**src/rtl/noc_tg_pkg.sv**
```systemverilog
// noc_tg_pkg: shared types and field layout for the NoC traffic injector.
//   tg_state_e      : injector FSM state encoding
//   SEQ_W / IDX_W   : sequence-number and flit-index field widths
//   TS_W            : timestamp width (NOC_TG_TIMESTAMP_EN builds)
//   DEST_LSB        : head flit destination field offset
//   src_lsb()       : head flit source field offset for a given DEST_W
//   head_seq_lsb()  : head flit sequence field offset for a given DEST_W
//   IDX_LSB/SEQ_LSB : body flit index / sequence field offsets
package noc_tg_pkg;

    typedef enum logic [2:0] {
        ST_IDLE,
        ST_HEAD,
        ST_BODY,
        ST_GAP,
        ST_DONE
    } tg_state_e;

    localparam int unsigned SEQ_W    = 8;
    localparam int unsigned IDX_W    = 8;
    localparam int unsigned TS_W     = 32;

    localparam int unsigned DEST_LSB = 0;
    localparam int unsigned IDX_LSB  = 0;
    localparam int unsigned SEQ_LSB  = IDX_LSB + IDX_W;

    function automatic int unsigned src_lsb(input int unsigned dest_w);
        return DEST_LSB + dest_w;
    endfunction

    function automatic int unsigned head_seq_lsb(input int unsigned dest_w);
        return DEST_LSB + 2 * dest_w;
    endfunction

endpackage

```
**src/rtl/noc_traffic_injector_dest_sel.sv**
```systemverilog
// noc_dest_sel: holds the destination of the current packet.
//   clk_i, rst_i : clock, synchronous active-high reset
//   load_i       : latch seed_i/mode_i and select the first destination
//   seed_i       : fixed destination / round-robin seed
//   mode_i       : 0 = fixed, 1 = round-robin (latched on load_i)
//   advance_i    : step to the next destination (round-robin only)
//   dest_o       : current destination
// Seeds >= NUM_NODES clamp to 0; the node's own SRC_ID is never selected.
module noc_dest_sel
    import noc_tg_pkg::*;
#(
    parameter int unsigned DEST_W    = 4,
    parameter int unsigned NUM_NODES = 9,
    parameter int unsigned SRC_ID    = 0
) (
    input  logic              clk_i,
    input  logic              rst_i,
    input  logic              load_i,
    input  logic [DEST_W-1:0] seed_i,
    input  logic              mode_i,
    input  logic              advance_i,
    output logic [DEST_W-1:0] dest_o
);

    localparam logic [DEST_W:0]   NODES_N = (DEST_W + 1)'(NUM_NODES);
    localparam logic [DEST_W-1:0] SRC_V   = DEST_W'(SRC_ID);

    logic [DEST_W-1:0] dest_q;
    logic              mode_q;
    logic [DEST_W-1:0] clamped;

    function automatic logic [DEST_W-1:0] wrap_inc(input logic [DEST_W-1:0] x);
        logic [DEST_W:0] n;
        n = {1'b0, x} + (DEST_W + 1)'(1);
        if (n >= NODES_N) begin
            n = '0;
        end
        return n[DEST_W-1:0];
    endfunction

    function automatic logic [DEST_W-1:0] skip_self(input logic [DEST_W-1:0] x);
        return (x == SRC_V) ? wrap_inc(x) : x;
    endfunction

    always_comb begin
        clamped = ({1'b0, seed_i} >= NODES_N) ? '0 : seed_i;
    end

    always_ff @(posedge clk_i) begin
        if (rst_i) begin
            dest_q <= '0;
            mode_q <= 1'b0;
        end else if (load_i) begin
            dest_q <= skip_self(clamped);
            mode_q <= mode_i;
        end else if (advance_i && mode_q) begin
            dest_q <= skip_self(wrap_inc(dest_q));
        end
    end

    assign dest_o = dest_q;

endmodule

```
**src/rtl/noc_traffic_injector.sv**
```systemverilog
// noc_traffic_injector: per-node multi-flit packet generator for one NoC
// local input port.
//   clk, rst     : clock, synchronous active-high reset
//   start        : launch request, honoured only in IDLE/DONE
//   mode         : 0 = fixed destination, 1 = round-robin
//   dest_cfg     : fixed destination / round-robin seed
//   num_packets  : packets to send (0 completes immediately)
//   gap_cfg      : idle cycles between packets
//   data_out     : flit to NoC
//   valid_out    : flit valid (never depends on ready_in)
//   ready_in     : NoC accepts flit
//   busy, done   : run status
//   pkt_sent     : packets whose tail was accepted (saturating)
// Optional macro NOC_TG_TIMESTAMP_EN: body flit 1 carries the free-running
// cycle count captured when the head flit transferred.
module noc_traffic_injector
    import noc_tg_pkg::*;
#(
    parameter int unsigned DATA_W    = 32,
    parameter int unsigned DEST_W    = 4,
    parameter int unsigned NUM_NODES = 9,
    parameter int unsigned SRC_ID    = 0,
    parameter int unsigned FLITS     = 6,
    parameter int unsigned CNT_W     = 16
) (
    input  logic              clk,
    input  logic              rst,
    input  logic              start,
    input  logic              mode,
    input  logic [DEST_W-1:0] dest_cfg,
    input  logic [CNT_W-1:0]  num_packets,
    input  logic [CNT_W-1:0]  gap_cfg,
    output logic [DATA_W-1:0] data_out,
    output logic              valid_out,
    input  logic              ready_in,
    output logic              busy,
    output logic              done,
    output logic [CNT_W-1:0]  pkt_sent
);

    localparam int unsigned       FI_W      = (FLITS > 2) ? $clog2(FLITS) : 1;
    localparam logic [FI_W-1:0]   LAST_FLIT = FI_W'(FLITS - 1);
    localparam int unsigned       SRC_LSB   = src_lsb(DEST_W);
    localparam int unsigned       HSEQ_LSB  = head_seq_lsb(DEST_W);
    localparam logic [DEST_W-1:0] SRC_V     = DEST_W'(SRC_ID);

    tg_state_e         state_q;
    logic [CNT_W-1:0]  num_q;
    logic [CNT_W-1:0]  gap_q;
    logic [CNT_W-1:0]  gap_cnt_q;
    logic [CNT_W-1:0]  pkt_idx_q;
    logic [CNT_W-1:0]  pkt_sent_q;
    logic [FI_W-1:0]   flit_q;
    logic              valid_q;
    logic              busy_q;
    logic              done_q;
    logic [DATA_W-1:0] data_d;
    logic [DEST_W-1:0] dest;
    logic [SEQ_W-1:0]  seq;

    logic fire;
    logic launch;
    logic is_tail;
    logic is_last_pkt;
    logic dest_load;
    logic dest_adv;

`ifdef NOC_TG_TIMESTAMP_EN
    logic [TS_W-1:0] ts_ctr_q;
    logic [TS_W-1:0] ts_cap_q;

    always_ff @(posedge clk) begin
        if (rst) begin
            ts_ctr_q <= '0;
        end else begin
            ts_ctr_q <= ts_ctr_q + TS_W'(1);
        end
    end
`endif

    assign fire        = valid_q && ready_in;
    assign launch      = start && (state_q == ST_IDLE || state_q == ST_DONE);
    assign is_tail     = (state_q == ST_BODY) && (flit_q == LAST_FLIT);
    assign is_last_pkt = (pkt_idx_q == num_q - CNT_W'(1));
    assign dest_load   = launch && (num_packets != '0);
    assign dest_adv    = fire && is_tail && !is_last_pkt;
    assign seq         = SEQ_W'(pkt_idx_q);

    noc_dest_sel #(
        .DEST_W    (DEST_W),
        .NUM_NODES (NUM_NODES),
        .SRC_ID    (SRC_ID)
    ) u_dest_sel (
        .clk_i     (clk),
        .rst_i     (rst),
        .load_i    (dest_load),
        .seed_i    (dest_cfg),
        .mode_i    (mode),
        .advance_i (dest_adv),
        .dest_o    (dest)
    );

    always_ff @(posedge clk) begin
        if (rst) begin
            state_q    <= ST_IDLE;
            num_q      <= '0;
            gap_q      <= '0;
            gap_cnt_q  <= '0;
            pkt_idx_q  <= '0;
            pkt_sent_q <= '0;
            flit_q     <= '0;
            valid_q    <= 1'b0;
            busy_q     <= 1'b0;
            done_q     <= 1'b0;
`ifdef NOC_TG_TIMESTAMP_EN
            ts_cap_q   <= '0;
`endif
        end else begin
            case (state_q)
                ST_IDLE, ST_DONE: begin
                    if (launch) begin
                        num_q      <= num_packets;
                        gap_q      <= gap_cfg;
                        pkt_idx_q  <= '0;
                        pkt_sent_q <= '0;
                        flit_q     <= '0;
                        if (num_packets == '0) begin
                            state_q <= ST_DONE;
                            valid_q <= 1'b0;
                            busy_q  <= 1'b0;
                            done_q  <= 1'b1;
                        end else begin
                            state_q <= ST_HEAD;
                            valid_q <= 1'b1;
                            busy_q  <= 1'b1;
                            done_q  <= 1'b0;
                        end
                    end
                end
                ST_HEAD: begin
                    if (fire) begin
                        state_q <= ST_BODY;
                        flit_q  <= FI_W'(1);
`ifdef NOC_TG_TIMESTAMP_EN
                        ts_cap_q <= ts_ctr_q;
`endif
                    end
                end
                ST_BODY: begin
                    if (fire) begin
                        if (flit_q == LAST_FLIT) begin
                            if (pkt_sent_q != '1) begin
                                pkt_sent_q <= pkt_sent_q + CNT_W'(1);
                            end
                            flit_q <= '0;
                            if (is_last_pkt) begin
                                state_q <= ST_DONE;
                                valid_q <= 1'b0;
                                busy_q  <= 1'b0;
                                done_q  <= 1'b1;
                            end else begin
                                pkt_idx_q <= pkt_idx_q + CNT_W'(1);
                                if (gap_q == '0) begin
                                    state_q <= ST_HEAD;
                                end else begin
                                    state_q   <= ST_GAP;
                                    valid_q   <= 1'b0;
                                    gap_cnt_q <= gap_q;
                                end
                            end
                        end else begin
                            flit_q <= flit_q + FI_W'(1);
                        end
                    end
                end
                ST_GAP: begin
                    // Counter is loaded with gap_cfg, so HEAD follows exactly
                    // gap_cfg idle cycles.
                    if (gap_cnt_q == CNT_W'(1)) begin
                        state_q <= ST_HEAD;
                        valid_q <= 1'b1;
                    end else begin
                        gap_cnt_q <= gap_cnt_q - CNT_W'(1);
                    end
                end
                default: begin
                    state_q <= ST_IDLE;
                end
            endcase
        end
    end

    // Flit content is decoded from registered state only; every field it
    // uses changes solely on a transfer, so data_out holds during a stall.
    always_comb begin
        data_d = '0;
        case (state_q)
            ST_HEAD: begin
                data_d[DEST_LSB +: DEST_W] = dest;
                data_d[SRC_LSB  +: DEST_W] = SRC_V;
                data_d[HSEQ_LSB +: SEQ_W]  = seq;
            end
            ST_BODY: begin
                data_d[IDX_LSB +: IDX_W] = IDX_W'(flit_q);
                data_d[SEQ_LSB +: SEQ_W] = seq;
`ifdef NOC_TG_TIMESTAMP_EN
                if (flit_q == FI_W'(1)) begin
                    data_d[TS_W-1:0] = ts_cap_q;
                end
`endif
            end
            default: begin
            end
        endcase
    end

    assign data_out  = data_d;
    assign valid_out = valid_q;
    assign busy      = busy_q;
    assign done      = done_q;
    assign pkt_sent  = pkt_sent_q;

endmodule

```
**config.mk**
```make
export PLATFORM = sky130hd
export DESIGN_NAME = noc_traffic_injector
export DESIGN_NICKNAME = d
export VERILOG_FILES = /design/src/rtl/noc_tg_pkg.sv /design/src/rtl/noc_traffic_injector_dest_sel.sv /design/src/rtl/noc_traffic_injector.sv
export SDC_FILE = /design/constraint.sdc
export NUM_CORES = 1
export LEC_CHECK = 0
export BUFFER_PORTS_ARGS = -buffer_cell sky130_fd_sc_hd__buf_4
export CELL_PAD_IN_SITES_DETAIL_PLACEMENT = 1
export CELL_PAD_IN_SITES_GLOBAL_PLACEMENT = 1
export CORE_UTILIZATION = 40
export DETAILED_ROUTE_END_ITERATION = 10
export GPL_TIMING_DRIVEN = 0
export PLACE_DENSITY = 0.8
export SLEW_MARGIN = 20
export SYNTH_ARGS = -nofsm -noshare
export SYNTH_HDL_FRONTEND = slang
export SYNTH_SLANG_ARGS = --single-unit
export TNS_END_PERCENT = 1
```
**constraint.sdc**
```tcl
create_clock -name clk -period 3.5 [get_ports clk]
set_input_delay 0.525 -clock clk [delete_from_list [all_inputs] [get_ports clk]]
set_output_delay 0.525 -clock clk [all_outputs]
set_load 0.01 [all_outputs]
```
==> results.cfg, run 1 <==
[timing]
worstMarginPinSlew_ns = 0.901
hold_violations = 0
post-route-period-util_pct = 100
setup_ws_ns = -0.00447
whs_ns = 0.417
rsz0062_at_grt = true
relSlewSlack_pct = 39.3
period_minus_slack_ns = 3.50
fmax_ghz = 0.285
final.setup.tns_ns = -0.00447
setup_viol = 1
slew_violations = 0
clock_skew_ns = 0.0101

[power]
p_per_area_nw_per_um2 = 516
seqPwrFrac_pct = 37.0
power_leakage_nw = 2.55
clkPwrFrac_pct = 29.1
p_sw_mw = 1.29
p_total_mw = 3.45
swShare_pct = 37.5
p_int_mw = 2.15
power_frac_comb_pct = 33.9
vdd_ir_drop_max_v = 0.000273

[drt]
wl_per_cell_um = 17.3
ant_nets = 0
avgViaCountPerCell = 5.61
first_iter_violations = 369
drc = 0
first_pass_iters = 5
drt_wl_total_um = 17100
dr_total_vias = 5546

[global_route]
grt_max_degree = 16
grt_pass1_wl_um = 27600
grt_use_met2_pct = 42.6
grt_antenna_before_repair = 0
overflow = 0
grt.busiest_layer = met2
grt_pass1_vias = 5613
grt.total_usage_pct = 24.3
use_met1_pct = 29.7
use_met3_pct = 3.02

[synth]
synth_enable_flop_cells = 0
ys_seq_elements = 94
yosysWarnings = 0
yosysMostFrequentCell = nand2_1
synthFlopType = dfxtp_1
ys_types = 71
syn_area_per_cell_um2 = 7.76
synthArstFlopShare_pct = 0
ys_seq_area_share_pct = 34.2
synthCells = 708
synth.top_cell.area_share_pct = 34.2
synth_common_cells = nand2_1 (102), dfxtp_1 (94), a21oi_1 (70)
synth_area_leaders = dfxtp_1 (34%), nand2_1 (7.0%), a21oi_1 (6.4%)
synth_area_um2 = 5500
synth_top_area_cell = dfxtp_1

[floorplan]
initial_core_util_pct = 41.2
die_h_um = 119
die_area_um2 = 14200
pin_count = 92
core_area_um2 = 13300
die_w_um = 119
rows = 42

[worst_setup_path]
crit_type = flop to flop
critical_path_arrival_ns = 3.76
crit_start = num_q[2]$_SDFFE_PP0P_
cp_max_fo = 9
required_ns = 3.76
cp-endpoint = gap_cnt_q[13]$_SDFFE_PP0P_
regToRegSetupSlack_ns = -0.004
worstRegToRegCells = 11
start_kind = flop
r2r_end = gap_cnt_q[13]$_SDFFE_PP0P_
critPathCaptureType = flop
worstReg2RegStart = num_q[2]$_SDFFE_PP0P_

[flow_run]
cap_violations = 0

[finish]
finalNonFillerCells = 988
nets = 854
n_fill_cell = 1686
finalInstanceArea_um2 = 6690
area_delta_synth_final_pct = 21.7
drive_above_1_share_pct = 17.5
final_core_util_pct = 50.1

[cts]
clockBufferDepth = 2
clkSlewWorstSetupHoldPaths_ns = 0.07
insertion_delay_ns = 0.36
numCtsBuffers = 9
cts_tree = done
clock-sinks = 94
hold_buffers = 0
cts_root_buf = clkbuf_16
postCtsSetupBuffers = 0
htree_levels = 3

[placement]
gp_congestion = 0.845
dp_cells = 974
io_buffers = 71
place_ws_ns = -0.473
placed_area_um2 = 6320
dp_hpwl_um = 12800

[run_status]
outcome = finished, violations left
violations = negative setup slack

[hold_path]
hold_path_class = input pin to flop
cell type report:
type | count | area [µm²] | share of cell area, %
antenna | 1 | 2.50 | 0.0374
clock buffer | 11 | 233 | 3.48
clock inverter | 5 | 58.8 | 0.879
tap | 176 | 220 | 3.29
timing repair buffer | 71 | 533 | 7.97
inverter | 12 | 45.0 | 0.674
sequential | 94 | 1880 | 28.2
multi-input combinational | 555 | 3350 | 50.1
buffer | 63 | 360 | 5.39
cell families after synthesis:
family                     Yosys count  share of synthesized area, %
AOI/OAI and AO/OA                  173                          20.1
and+or+nand+nor                    313                          29.4
adders and majority gates            7                          1.59
DFF                                 94                          34.2
xor gates and xnor gates            34                          5.67
other                                1                        0.0682
buffers and inverters               78                          7.35
muxes                                8                          1.57
metal layers:
metal / routed length [µm] / part of all wire, %
met1: 7690 / 45
met2: 8490 / 50
met3: 499 / 2.9
met4: 391 / 2.3
met5: 0 / 0
power groups by stage:
stage / clock, mW / sequential [mW] / combinational, mW
5_1_grt: 1.06 / 1.29 / 1.27
3_3_place_gp: 0 / 1.28 / 1.06
3_5_place_dp: 0 / 1.29 / 1.11
4_1_cts: 1.02 / 1.27 / 1.12
6_report: 1.00 / 1.28 / 1.17
2_1_floorplan: 0 / 1.25 / 0.798
worst max-delay path, stage by stage (launching register included):
cell and delay [ns]:
dfxtp_1 0.30, buf_4 0.15, or4_4 0.54, buf_6 0.15, or4_4 0.56, xnor2_2 0.21, o2111ai_2 0.19, or2_4 0.31
or4_1 0.39, buf_2 0.20, a311o_1 0.33, o31ai_1 0.07
cell usage in the layout (no fill, tap or decap), drive strengths merged, types with 17 or more instances in the layout:
cell    instances
dfxtp          94
nand3          17
xor2           17
buf           103
nor2           54
a21oi          70
nor4           18
clkbuf         42
nand2b         17
conb           20
o21ai          28
nand2         103
flip-flops by register name (all words and copies together) (netlist names):
| signal | cells |
|---|---|
| gap_cnt_q | 16 |
| gap_q | 16 |
| num_q | 16 |
| pkt_idx_q | 16 |
| pkt_sent | 16 |
| u_dest_sel.dest_o | 4 |
| flit_q | 3 |
| state_q | 3 |
| busy | 1 |
| done | 1 |
| u_dest_sel.mode_q | 1 |
| valid_out | 1 |
timing repair:
| item | in CTS | in global routing |
|---|---|---|
| resized for setup | 5 | 13 |
| endpoints found under the hold margin | 0 | 0 |
| setup endpoints to repair | 42 | 38 |
| pin swaps | 0 | 1 |
how the worst min path moves through the flow:
stage,start,end,slack [ns],depth (start not counted)
after floorplan,gap_cnt_q[14]$_SDFFE_PP0P_,gap_cnt_q[14]$_SDFFE_PP0P_,0.44,2
after global placement,gap_cnt_q[14]$_SDFFE_PP0P_,gap_cnt_q[14]$_SDFFE_PP0P_,0.46,2
after detailed placement,gap_cnt_q[14]$_SDFFE_PP0P_,gap_cnt_q[14]$_SDFFE_PP0P_,0.46,2
after CTS,mode,u_dest_sel.mode_q$_SDFFE_PP0P_,0.40,3
after global routing,gap_cfg[7],gap_q[7]$_SDFFE_PP0P_,0.43,3
final,gap_cfg[1],gap_q[1]$_SDFFE_PP0P_,0.42,3
No activity file was read; power rests on OpenSTA's default activity.
==> run 2, diff against run 1 <==
Settings changed: CELL_PAD_IN_SITES_DETAIL_PLACEMENT 1 to 0, CELL_PAD_IN_SITES_GLOBAL_PLACEMENT 1 to 2, CORE_UTILIZATION 40 to 33, PLACE_DENSITY 0.8 to 0.83, SKIP_LAST_GASP set to 1.
==> results.cfg, run 2 (synthesis gave the netlist of run 1 again) <==
[run_status]
outcome = complete, no violations

[hold_path]
hold_path_class = input pin to flop
hold_end = u_dest_sel.mode_q$_SDFFE_PP0P_
min_from = mode
hold_path_depth = 3

[drt]
drc = 0
dr_total_vias = 5416
ant_nets = 0
first_iter_violations = 280
first_pass_iters = 4
wl_per_cell_um = 15.8
avgViaCountPerCell = 5.27
drt_wl_total_um = 16300

[global_route]
overflow = 0
grt_pass1_vias = 5136
grt_pass1_wl_um = 25900
grt_antenna_before_repair = 0
grt_max_degree = 17
grt.total_usage_pct = 19.7

[flow_run]
cap_violations = 0

[timing]
worstMarginPinSlew_ns = 1.05
period_minus_slack_ns = 3.46
rsz0062_at_grt = true
setup_viol = 0
slew_violations = 0
relSlewSlack_pct = 29.2
fmax_ghz = 0.289
final.setup.tns_ns = 0
post-route-period-util_pct = 99.0
hold_violations = 0
clock_skew_ns = 0.0134

[cts]
clockBufferDepth = 2
cts_root_buf = clkbuf_16
cts_tree = done
htree_levels = 3
clock-sinks = 94
hold_buffers = 0
clkSlewWorstSetupHoldPaths_ns = 0.07
numCtsBuffers = 9
insertion_delay_ns = 0.36

[finish]
num_antenna_cells = 0
n_fill_cell = 1669
nets = 855
area_delta_synth_final_pct = 22.4
finalInstanceArea_um2 = 6730
mostFrequentLayoutCell = nand2_1
final_cell_mix = nand2_1 (102), buf_4 (94), dfxtp_1 (92)
drive_above_1_share_pct = 17.4

[placement]
gp_congestion = 0.824
io_buffers = 71
placed_area_um2 = 6370
dp_hpwl_um = 12100

[worst_setup_path]
worstRegToRegCells = 11
critical_path_arrival_ns = 3.74
r2r_end = gap_cnt_q[13]$_SDFFE_PP0P_
crit_type = flop to flop
critPathCaptureType = flop
required_ns = 3.77
cp_max_fo = 9
worstReg2RegStart = num_q[2]$_SDFFE_PP0P_
start_kind = flop
regToRegSetupSlack_ns = 0.04

[floorplan]
rows = 46
pin_count = 92
initial_core_util_pct = 34.2
die_h_um = 131
die_area_um2 = 17200
die_w_um = 131
core_area_um2 = 16100

[power]
power_leakage_nw = 2.55
vdd_ir_drop_max_v = 0.000259
p_per_area_nw_per_um2 = 508
==> run 2: per-stage QoR <==
| stage | hold slack [ns] | total power [mW] | utilization (%) | setup slack (ns) | std cells |
|---|---|---|---|---|---|
| global route | 0.424 | 3.62 | 41.9 | -0.0531 | 1028 |
| floorplan | 0.444 | 2.05 | - | 0.302 | 727 |
| detailed placement | 0.469 | 2.38 | 39.7 | -0.686 | 1014 |
| CTS | 0.389 | 3.42 | 41.7 | -0.0389 | 1028 |
| global placement | 0.465 | 2.37 | 39.7 | -0.564 | 1014 |
| finish | 0.401 | 3.42 | 41.9 | 0.0351 | 1028 |
==> run 2: worst max-delay path, cell delays in order, from the launching register on <==
cell       delay, ns
dfxtp_1         0.30
buf_4           0.15
or4_4           0.53
buf_6           0.15
or4_4           0.55
xnor2_1         0.19
o2111ai_1       0.20
or2_1           0.32
or4_1           0.40
buf_2           0.20
a311o_1         0.32
o31ai_1         0.07
==> run 2: metal layers <==
layer | GRT usage [%] | vias to the layer above | wire (µm)
li1 | - | 2694 | -
met1 | 24.7 | 2590 | 7630
met2 | 33.8 | 107 | 7810
met3 | 3.17 | 25 | 534
met4 | 7.71 | 0 | 319
met5 | 0 | - | 0
==> run 2: worst max-delay path by stage <==
stage,startpoint,to,cells past startpoint
6_report,num_q[2]$_SDFFE_PP0P_,gap_cnt_q[13]$_SDFFE_PP0P_,11
5_1_grt,num_q[2]$_SDFFE_PP0P_,gap_cnt_q[13]$_SDFFE_PP0P_,11
4_1_cts,num_q[1]$_SDFFE_PP0P_,gap_cnt_q[1]$_SDFFE_PP0P_,12
3_5_place_dp,num_q[0]$_SDFFE_PP0P_,valid_out$_SDFFE_PP0P_,12
3_3_place_gp,num_q[0]$_SDFFE_PP0P_,pkt_idx_q[9]$_SDFFE_PP0P_,14
2_1_floorplan,num_q[2]$_SDFFE_PP0P_,u_dest_sel.dest_o[3]$_SDFFE_PP0P_,11
==> run 2: what timing repair did <==
item | CTS | global route
pin swaps | 0 | 1
resized for setup | 5 | 6
cloned | 0 | 1
endpoints found under the setup margin | 42 | 34
buffers inserted | 0 | 1
endpoints found under the hold margin | 0 | 0
==> run 2: power by group <==
part / internal [mW] / total, mW / switching (mW)
clock: 0.561 / 1.02 / 0.458
combinational: 0.422 / 1.12 / 0.699
sequential: 1.16 / 1.28 / 0.115
total: 2.14 / 3.42 / 1.27
==> run 2: layout make-up <==
type                            count  area, µm²  area share (%)
Clock buffer                       10        229            3.40
Clock inverter                      6       70.1            1.04
Multi-Input combinational cell    555       3340            49.6
Timing Repair Buffer               73        548            8.15
Inverter                           12       45.0           0.670
Sequential cell                    94       1880            28.0
Tap cell                          216        270            4.02
Buffer                             62        340            5.06
